--- src/rtl/eda_pixel_loader.sv ---
// ---------------------------------------------------------------------------
// eda_pixel_loader
//   Upstream feeder for eda_regional_max. Takes a raster-order pixel stream
//   over a valid/ready handshake and turns it into the core's image-RAM write
//   port. After the last pixel of an M x N frame it pulses start, then holds
//   off the stream until the core reports done.
//
// Ports
//   clk         clock, all logic on posedge
//   reset_n     synchronous reset, active-low
//   s_valid     stream pixel valid
//   s_pixel     stream pixel, raster order (row 0 col 0 first)
//   s_ready     loader can accept a pixel (combinational: state == LOAD)
//   wr_addr     to core: {i, j} of the pixel being written
//   pixel_in    to core: write data
//   write_en    to core: one-cycle write strobe per pixel
//   start       to core: one-cycle frame start pulse
//   done        from core: regional-max result ready
//   busy        frame handed to core, waiting for done
//   frame_done  one-cycle pulse, frame completed
//
// Optional build macro EDA_LOADER_LAST_CHECK_EN adds:
//   s_last      in: end-of-frame marker, qualified by a transfer
//   frame_err   out: sticky framing error, cleared by the next transfer
//               that lands on address 0
// ---------------------------------------------------------------------------
module eda_pixel_loader #(
  parameter int M           = 16,
  parameter int N           = 16,
  parameter int PIXEL_WIDTH = 8,
  parameter int I_WIDTH     = 4,
  parameter int J_WIDTH     = 4,
  parameter int ADDR_WIDTH  = I_WIDTH + J_WIDTH
) (
  input  logic                   clk,
  input  logic                   reset_n,
  input  logic                   s_valid,
  input  logic [PIXEL_WIDTH-1:0] s_pixel,
  output logic                   s_ready,
  output logic [ADDR_WIDTH-1:0]  wr_addr,
  output logic [PIXEL_WIDTH-1:0] pixel_in,
  output logic                   write_en,
  output logic                   start,
  input  logic                   done,
  output logic                   busy,
  output logic                   frame_done
`ifdef EDA_LOADER_LAST_CHECK_EN
  ,
  input  logic                   s_last,
  output logic                   frame_err
`endif
);

  typedef enum logic [1:0] {
    ST_LOAD  = 2'd0,
    ST_START = 2'd1,
    ST_WAIT  = 2'd2
  } state_t;

  state_t                 state_reg;
  logic [I_WIDTH-1:0]     i_reg;
  logic [J_WIDTH-1:0]     j_reg;
  logic [ADDR_WIDTH-1:0]  wr_addr_reg;
  logic [PIXEL_WIDTH-1:0] pixel_reg;
  logic                   write_en_reg;
  logic                   start_reg;
  logic                   busy_reg;
  logic                   frame_done_reg;

  logic xfer;
  logic last_col;
  logic last_pix;
  logic clear_cnt;

  assign s_ready  = (state_reg == ST_LOAD);
  assign xfer     = s_valid && s_ready;
  assign last_col = (j_reg == J_WIDTH'(N - 1));
  assign last_pix = last_col && (i_reg == I_WIDTH'(M - 1));

`ifdef EDA_LOADER_LAST_CHECK_EN
  logic frame_err_reg;
  logic early_last;

  // An early s_last truncates the frame: counters restart but no start.
  assign early_last = s_last && !last_pix;
  assign clear_cnt  = last_pix || early_last;
  assign frame_err  = frame_err_reg;
`else
  assign clear_cnt  = last_pix;
`endif

  always_ff @(posedge clk) begin
    if (!reset_n) begin
      state_reg      <= ST_LOAD;
      i_reg          <= '0;
      j_reg          <= '0;
      wr_addr_reg    <= '0;
      pixel_reg      <= '0;
      write_en_reg   <= 1'b0;
      start_reg      <= 1'b0;
      busy_reg       <= 1'b0;
      frame_done_reg <= 1'b0;
    end else begin
      write_en_reg   <= xfer;
      start_reg      <= 1'b0;
      frame_done_reg <= 1'b0;

      // Address/data hold their last values when no pixel moves.
      if (xfer) begin
        wr_addr_reg <= {i_reg, j_reg};
        pixel_reg   <= s_pixel;
        if (clear_cnt) begin
          i_reg <= '0;
          j_reg <= '0;
        end else if (last_col) begin
          i_reg <= i_reg + 1'b1;
          j_reg <= '0;
        end else begin
          j_reg <= j_reg + 1'b1;
        end
      end

      // start is raised on the same edge that registers the last write, so
      // the core sees the final pixel and start together.
      case (state_reg)
        ST_LOAD: begin
          if (xfer && last_pix) begin
            state_reg <= ST_START;
            start_reg <= 1'b1;
            busy_reg  <= 1'b1;
          end
        end
        ST_START: begin
          state_reg <= ST_WAIT;
        end
        ST_WAIT: begin
          if (done) begin
            state_reg      <= ST_LOAD;
            busy_reg       <= 1'b0;
            frame_done_reg <= 1'b1;
          end
        end
        default: begin
          state_reg <= ST_LOAD;
          busy_reg  <= 1'b0;
        end
      endcase
    end
  end

`ifdef EDA_LOADER_LAST_CHECK_EN
  always_ff @(posedge clk) begin
    if (!reset_n) begin
      frame_err_reg <= 1'b0;
    end else if (xfer) begin
      // Setting takes priority over clearing on a first-pixel transfer.
      if (early_last || (last_pix && !s_last)) begin
        frame_err_reg <= 1'b1;
      end else if ((i_reg == '0) && (j_reg == '0)) begin
        frame_err_reg <= 1'b0;
      end
    end
  end
`endif

  assign wr_addr    = wr_addr_reg;
  assign pixel_in   = pixel_reg;
  assign write_en   = write_en_reg;
  assign start      = start_reg;
  assign busy       = busy_reg;
  assign frame_done = frame_done_reg;

endmodule
--- config.mk ---
export PLATFORM = sky130hd
export DESIGN_NAME = eda_pixel_loader
export DESIGN_NICKNAME = d
export VERILOG_FILES = /design/src/rtl/eda_pixel_loader.sv
export SDC_FILE = /design/constraint.sdc
export NUM_CORES = 1
export LEC_CHECK = 0
export BUFFER_PORTS_ARGS = -buffer_cell sky130_fd_sc_hd__buf_4
export CORE_MARGIN = 2
export CORE_UTILIZATION = 25
export DETAILED_ROUTE_END_ITERATION = 8
export HOLD_SLACK_MARGIN = 0.1
export PLACE_DENSITY = 0.48
export SKIP_LAST_GASP = 1
export SYNTH_ARGS = -nofsm -noshare
export SYNTH_HDL_FRONTEND = slang
export SYNTH_SLANG_ARGS = --single-unit
--- constraint.sdc ---
create_clock -name clk -period 4.1 [get_ports clk]
set_input_delay 0.615 -clock clk [delete_from_list [all_inputs] [get_ports clk]]
set_output_delay 0.615 -clock clk [all_outputs]
set_load 0.05 [all_outputs]
==> results of run 1 <==
## cell families after synthesis
| logic type | after synthesis | synth area share, % |
|---|---|---|
| adder cells (fa/ha/maj) | 2 | 2.09 |
| flip-flops | 30 | 50.2 |
| buffers and inverters | 8 | 2.61 |
| AND/OR/NAND/NOR | 61 | 24.8 |
| XOR/XNOR | 1 | 0.732 |
| multiplexers | 2 | 1.67 |
| AO/OA/AOI/OAI | 29 | 18.0 |
## cell type report
type | count | area, sq um
Clock buffer | 7 | 86.3
Clock inverter | 1 | 5.00
Fill cell | 493 | 3090
Multi-Input combinational cell | 95 | 566
Sequential cell | 30 | 601
Tap cell | 54 | 67.6
Timing Repair Buffer | 33 | 248
## metrics by stage
step           setup WS, ps  instance area, sq um  std cells  hold slack (ps)
2_1_floorplan          2360                  1200        133              458
3_3_place_gp           1930                  1480        212              449
3_5_place_dp           1900                  1480        212              459
4_1_cts                2180                  1570        220              469
5_1_grt                2070                  1570        220              498
6_report               2190                  1570        220              463
## critical path, stage by stage, from the launching register on
cell and delay [ps]:
dfxtp_1 360, or3b_1 740, or4_1 610, a21boi_1 130
## layout by cell type (no fill, tap or decap), drive strengths merged, types with 2 or more instances in the layout
| master | netlist | layout |
|---|---|---|
| a21boi | 20 | 20 |
| clkbuf | 8 | 7 |
| and3 | 4 | 4 |
| ha | 2 | 2 |
| nor3b | 2 | 2 |
| nand2b | 2 | 2 |
| dfxtp | 30 | 30 |
| nor2b | 2 | 2 |
| buf | 0 | 33 |
| and4 | 2 | 2 |
| and2 | 2 | 2 |
| o21ai | 3 | 3 |
| mux2i | 2 | 2 |
| nand2 | 38 | 38 |
| nand3 | 4 | 4 |
| nor2 | 2 | 2 |
## how the worst max path moves through the flow
stage                  from       end  slack (ps)  depth (start not counted)
2_1_floorplan       s_valid  i_reg[0]        2360                          4
3_3_place_gp        s_valid  i_reg[0]        1930                          4
3_5_place_dp        s_valid  i_reg[0]        1900                          4
4_1_cts        state_reg[1]  i_reg[0]        2180                          3
5_1_grt        state_reg[1]  i_reg[0]        2070                          3
6_report       state_reg[1]  i_reg[0]        2190                          3
## per-layer routing
| layer | vias up | share of wire (%) | global-route usage (%) | wire [um] |
|---|---|---|---|---|
| li1 | 515 | - | - | - |
| met3 | 9 | 9.0 | 4.97 | 243 |
| met4 | 0 | 1.9 | 4.94 | 52 |
| met5 | - | 0 | 0 | 0 |
| met2 | 42 | 42 | 17.5 | 1130 |
| met1 | 446 | 47 | 14.5 | 1260 |
## power groups by stage
stage,clock [mW],combinational (mW),sequential (mW)
5_1_grt,0.266,0.0694,0.306
4_1_cts,0.252,0.0644,0.305
3_5_place_dp,0,0.0643,0.311
2_1_floorplan,0,0.0219,0.330
3_3_place_gp,0,0.0630,0.311
6_report,0.244,0.0636,0.305
==> results by group, run 1 <==
Worst setup path
  • Worst R2R Path Depth: 3
  • Crit path arrival time: 2130 ps
  • R2r startpoint: state_reg[1]
  • Critical path fanouts, max: 23
  • Reg2Reg Capture Point: i_reg[0]
  • Req. time, crit path: 4320 ps
  • Class of the most critical setup path: flip-flop to flip-flop
  • Critical Path Source Type: flip-flop
  • Reg-to-reg setup timing slack: 2190 ps
  • CP endpoint kind: flip-flop

CTS
  • CTS Root Cell: clkbuf_8
  • TritonCTS Sinks: 30
  • Postcts setup bufs: 0
  • PostCTS Resize Cnt: 0
  • H-tree levels: 2
  • CTS tree: done
  • CTS Buf Count: 5
  • Max Buffers Root-to-Sink: 2
  • Hold_buf cts: 0
  • Reg clk slew, reported paths: 60 ps
  • Clk_lat worst skew: 280 ps

Layout
  • Area grow syn2layout: 31.3%
  • Antenna cells: 0
  • Layout net count: 179
  • Fraction of layout cells with a size suffix above 1: 25.3%
  • Core Util, Final: 33.7%

Route
  • DR pass1 iterations: 4
  • DRC viols: 0
  • Vias per inst: 4.60
  • Post-Route WL: 2690 um
  • WL per Instance: 12.2 um
  • First DRT Iteration DRCs: 58
  • Via count: 1012
  • Final ANT Viol Nets: 0

GRT
  • First-pass GRT wire length: 4710 um
  • Initial antenna violation count: 0
  • Largest net degree at the start of global routing: 33
  • GRT Overall Usage: 11.7%
  • Vias in the first global route: 1042
  • GR Overflow Total: 0

Synth
  • Post-synth cell types: 28
  • Synth warn: 0
  • Mean Syn Cell Area: 9.00 sq um
  • Post-synth EDFFs: 0
  • Register area share after synthesis: 50.2%
  • Post-synth top flop: dfxtp_1
  • Synth Instances: 133
  • Top-count cell post-synth: nand2_1
  • #FFs+latches synth: 30
  • Post-synth ARST share: 0%
  • Top cell type's share of synthesized area: 50.2%
  • Top cells by area, synth: dfxtp_1 50%, a21boi_0 12%, nand2_1 12%
  • Commonest cells post-synth: 38 x nand2_1, 30 x dfxtp_1, 19 x a21boi_0
  • Largest area contributor in the netlist: dfxtp_1
  • Post-Syn Area: 1200 sq um
  • Synthesized Nets: 147

Worst hold path
  • HP Start: pixel_in[6]
  • Hold Crit Class: flip-flop to flip-flop
  • Hold depth: 2
  • Hold worst-path end: pixel_in[6]

STA
  • Tcrit/Tclk final: 46.6%
  • Fin crit period: 1910 ps
  • Measured slew at the worst slew-check pin: 789 ps
  • Setup TNS: 0 ps
  • Setup Skew: 3.95 ps
  • Hold Vio Cnt, Final: 0
  • RSZ-0062 raised after global routing: no
  • Final Max Tran Viols: 0
  • Finish-stage setup viols: 0
  • Worst slew margin: 47.4%
  • Fmax: 523 MHz

Power and ir drop
  • Psw: 154 uW
  • Overall Power: 612 uW
  • Leak: 0.649 nW
  • Combinational share of power: 10.4%
  • Switch share: 25.2%
  • Clock share of power: 39.8%
  • Flop pwr share: 49.8%
  • Int Pwr: 458 uW
  • PD cells: 389 nW/um^2
  • Peak supply drop: 142 uV

Placement
  • Routability cong.: 0.775
  • Port buffer count: 32
  • DPL Wire Length: 1830 um

Floorplan
  • Starting density of the core: 25.7%
  • Die ar.: 5360 sq um
  • FP Rows: 25
  • Core area: 4660 sq um
  • IO Pins: 33
  • Die Ht: 73.2 um
  • Die width: 73.2 um

Flow run
  • Max-cap violations: 0

Status
  • Status: complete, no violations
Note: power is estimated with default switching activity, not from simulation.
==> inputs of run 2 (changes only) <==
--- a/config.mk
+++ b/config.mk
@@ -5,6 +5,7 @@
 export SDC_FILE = /design/constraint.sdc
 export NUM_CORES = 1
 export LEC_CHECK = 0
+export ABC_AREA = 1
 export BUFFER_PORTS_ARGS = -buffer_cell sky130_fd_sc_hd__buf_4
 export CORE_MARGIN = 2
 export CORE_UTILIZATION = 25
==> constraint.sdc (replaced) <==
create_clock -name clk -period 1.9 [get_ports clk]
set_input_delay 0.285 -clock clk [delete_from_list [all_inputs] [get_ports clk]]
set_output_delay 0.285 -clock clk [all_outputs]
set_load 0.05 [all_outputs]
==> run 2 against run 1 <==
Compared with the run above: global-route usage decreased by 1.2 points; sequential power is 120% higher; synthesized cell count rose by 7.5%; critical path depth up 3; final area shrank 0.56%; worst setup slack got worse by 1600 ps; register-to-register slack got worse by 1600 ps; non-clock buffer count down 1; die area shrank 0.98%; count of clock-buffer cells in the layout rose by 1; fmax is 43% higher.
==> results by group, run 2 <==
STA
  • Setup TNS: 0 ps
  • Measured slew at the worst slew-check pin: 478 ps
  • Finish-stage setup viols: 0
  • Worst hold slack: 241 ps
  • Final Max Tran Viols: 0
  • Setup Skew: 5.99 ps
  • Fmax: 748 MHz
  • RSZ-0062 raised after global routing: no
  • Worst slew margin: 68.0%
  • Tcrit/Tclk final: 70.4%
  • Hold Vio Cnt, Final: 0
  • Fin crit period: 1340 ps
  • Setup WS post-layout: 562 ps

Synth
  • Register area share after synthesis: 50.7%
  • Synthesized Nets: 157
  • Top-count cell post-synth: nor2_1
  • Post-synth top flop: dfxtp_1
  • Largest area contributor in the netlist: dfxtp_1
  • Mean Syn Cell Area: 8.29 sq um
  • Top cell type's share of synthesized area: 50.7%
  • Top cells by area, synth: dfxtp_1 51%, nor2_1 10%, o21ai_0 7.2%
  • Synth warn: 0
  • Post-Syn Area: 1180 sq um
  • Post-synth cell types: 23
  • Post-synth ARST share: 0%
  • Commonest cells post-synth: 32 x nor2_1, 30 x dfxtp_1, 17 x o21ai_0
  • Synth Instances: 143
  • #FFs+latches synth: 30
  • Post-synth EDFFs: 0

Placement
  • DPL Wire Length: 1740 um
  • Port buffer count: 32
  • Routability cong.: 0.774
  • Post-Place Cells: 224
  • Dpl ws: 566 ps
  • DP Area: 1450 sq um

Route
  • WL per Instance: 10.8 um
  • Post-Route WL: 2510 um
  • Via count: 1022
  • DRC viols: 0
  • Final ANT Viol Nets: 0
  • First DRT Iteration DRCs: 65
  • DR pass1 iterations: 4
  • Vias per inst: 4.41

CTS
  • PostCTS Resize Cnt: 0
  • Postcts setup bufs: 0
  • H-tree levels: 2
  • Hold_buf cts: 0
  • Max Buffers Root-to-Sink: 2
  • TritonCTS Sinks: 30
  • Clk_lat worst skew: 280 ps
  • Reg clk slew, reported paths: 60 ps
  • CTS Root Cell: clkbuf_8
  • CTS tree: done
  • CTS Buf Count: 5

Power and ir drop
  • Peak supply drop: 252 uV
  • Leak: 0.710 nW
  • Overall Power: 1.46 mW
  • PD cells: 932 nW/um^2

Worst setup path
  • Crit path arrival time: 1510 ps
  • Critical path fanouts, max: 22
  • CP endpoint kind: flip-flop
  • Critical Path Source Type: flip-flop
  • CP cell instances: inv_1, nand2_2, nor2_4, nand2_1, a21oi_1, nor2_1
  • Reg-to-reg setup timing slack: 560 ps
  • Req. time, crit path: 2070 ps
  • Crit path largest cell delay: 380 ps
  • CP max stage cell: nor2_4
  • Class of the most critical setup path: flip-flop to flip-flop

Floorplan
  • Starting density of the core: 25.4%
  • FP Rows: 25
  • Die width: 72.8 um
  • Die ar.: 5310 sq um
  • Core area: 4660 sq um
  • Die Ht: 72.8 um
  • IO Pins: 33

Layout
  • # fillers: 505
  • Layout net count: 191
  • Design area: 1560 sq um
  • Core Util, Final: 33.6%
  • FF/Latch Area: 601 sq um
  • Multi-input logic area: 508 sq um
  • Area grow syn2layout: 32.0%
  • Fraction of layout cells with a size suffix above 1: 29.2%
  • Most frequent cells in the layout: 32 x nor2_1, 32 x buf_4, 30 x dfxtp_1
  • Fin cells: 232
  • Antenna cells: 0

Worst hold path
  • Hold Crit Class: input pin to flip-flop

Flow run
  • Max-cap violations: 0

GRT
  • Largest net degree at the start of global routing: 24
  • Vias in the first global route: 907
  • First-pass GRT wire length: 4130 um
  • Initial antenna violation count: 0
  • GR Overflow Total: 0
  • GRT Overall Usage: 10.5%

Status
  • Status: complete, no violations
==> run 2: cell count changes in the layout (fill, tap and decap cells not counted), moves of 3 or more <==
cell,previous run,this run
a21boi_0,19,0
a21oi_1,0,10
and3_1,4,0
inv_1,0,10
nand2_1,38,15
nand2_2,0,3
nor2_1,2,32
o21ai_0,3,17
==> run 2: worst paths after layout <==
check,start,end,cells after the start
hold reg to reg,wr_addr[3],wr_addr[3],2
setup reg to reg,state_reg[1],j_reg[3],6
setup / recovery,state_reg[1],j_reg[3],6
hold / removal,done,frame_done,3
==> run 2: cell families (layout without fill, tap and decap cells) <==
family | after synthesis | in the layout | share of synthesized area [%]
buffers and inverters | 15 | 50 | 6.44
adders and majority gates | 2 | 2 | 2.11
xor gates and xnor gates | 1 | 1 | 0.739
AOI/OAI and AO/OA | 30 | 30 | 13.3
and+or+nand+nor | 65 | 65 | 26.7
DFF | 30 | 30 | 50.7
==> run 2: critical path, delay by kind of cell, from the launching register on <==
kind	cells	cell delay, ps
AND/OR/NAND/NOR	4	640
flip-flops	1	350
AO/OA/AOI/OAI	1	140
buffers and inverters	1	100
==> run 2: per-layer routing <==
layer  track usage (%)  up-vias  routed length [um]
met5                 0        -                   0
met4              7.20        0                  38
met3              4.42        2                 134
met2              15.2       27                1190
met1              12.6      467                1140
li1                  -      526                   -
==> run 2: report_power, final <==
part	switching, mW	internal [mW]
Sequential	0.0152	0.655
Combinational	0.127	0.0610
Clock	0.235	0.365
==> run 2: final cells by class <==
type | instances | share of cell area (%)
Clock buffer | 8 | 7.04
Sequential cell | 30 | 38.4
Tap cell | 54 | 4.32
Timing Repair Buffer | 32 | 15.4
Inverter | 10 | 2.40
Multi-Input combinational cell | 98 | 32.5
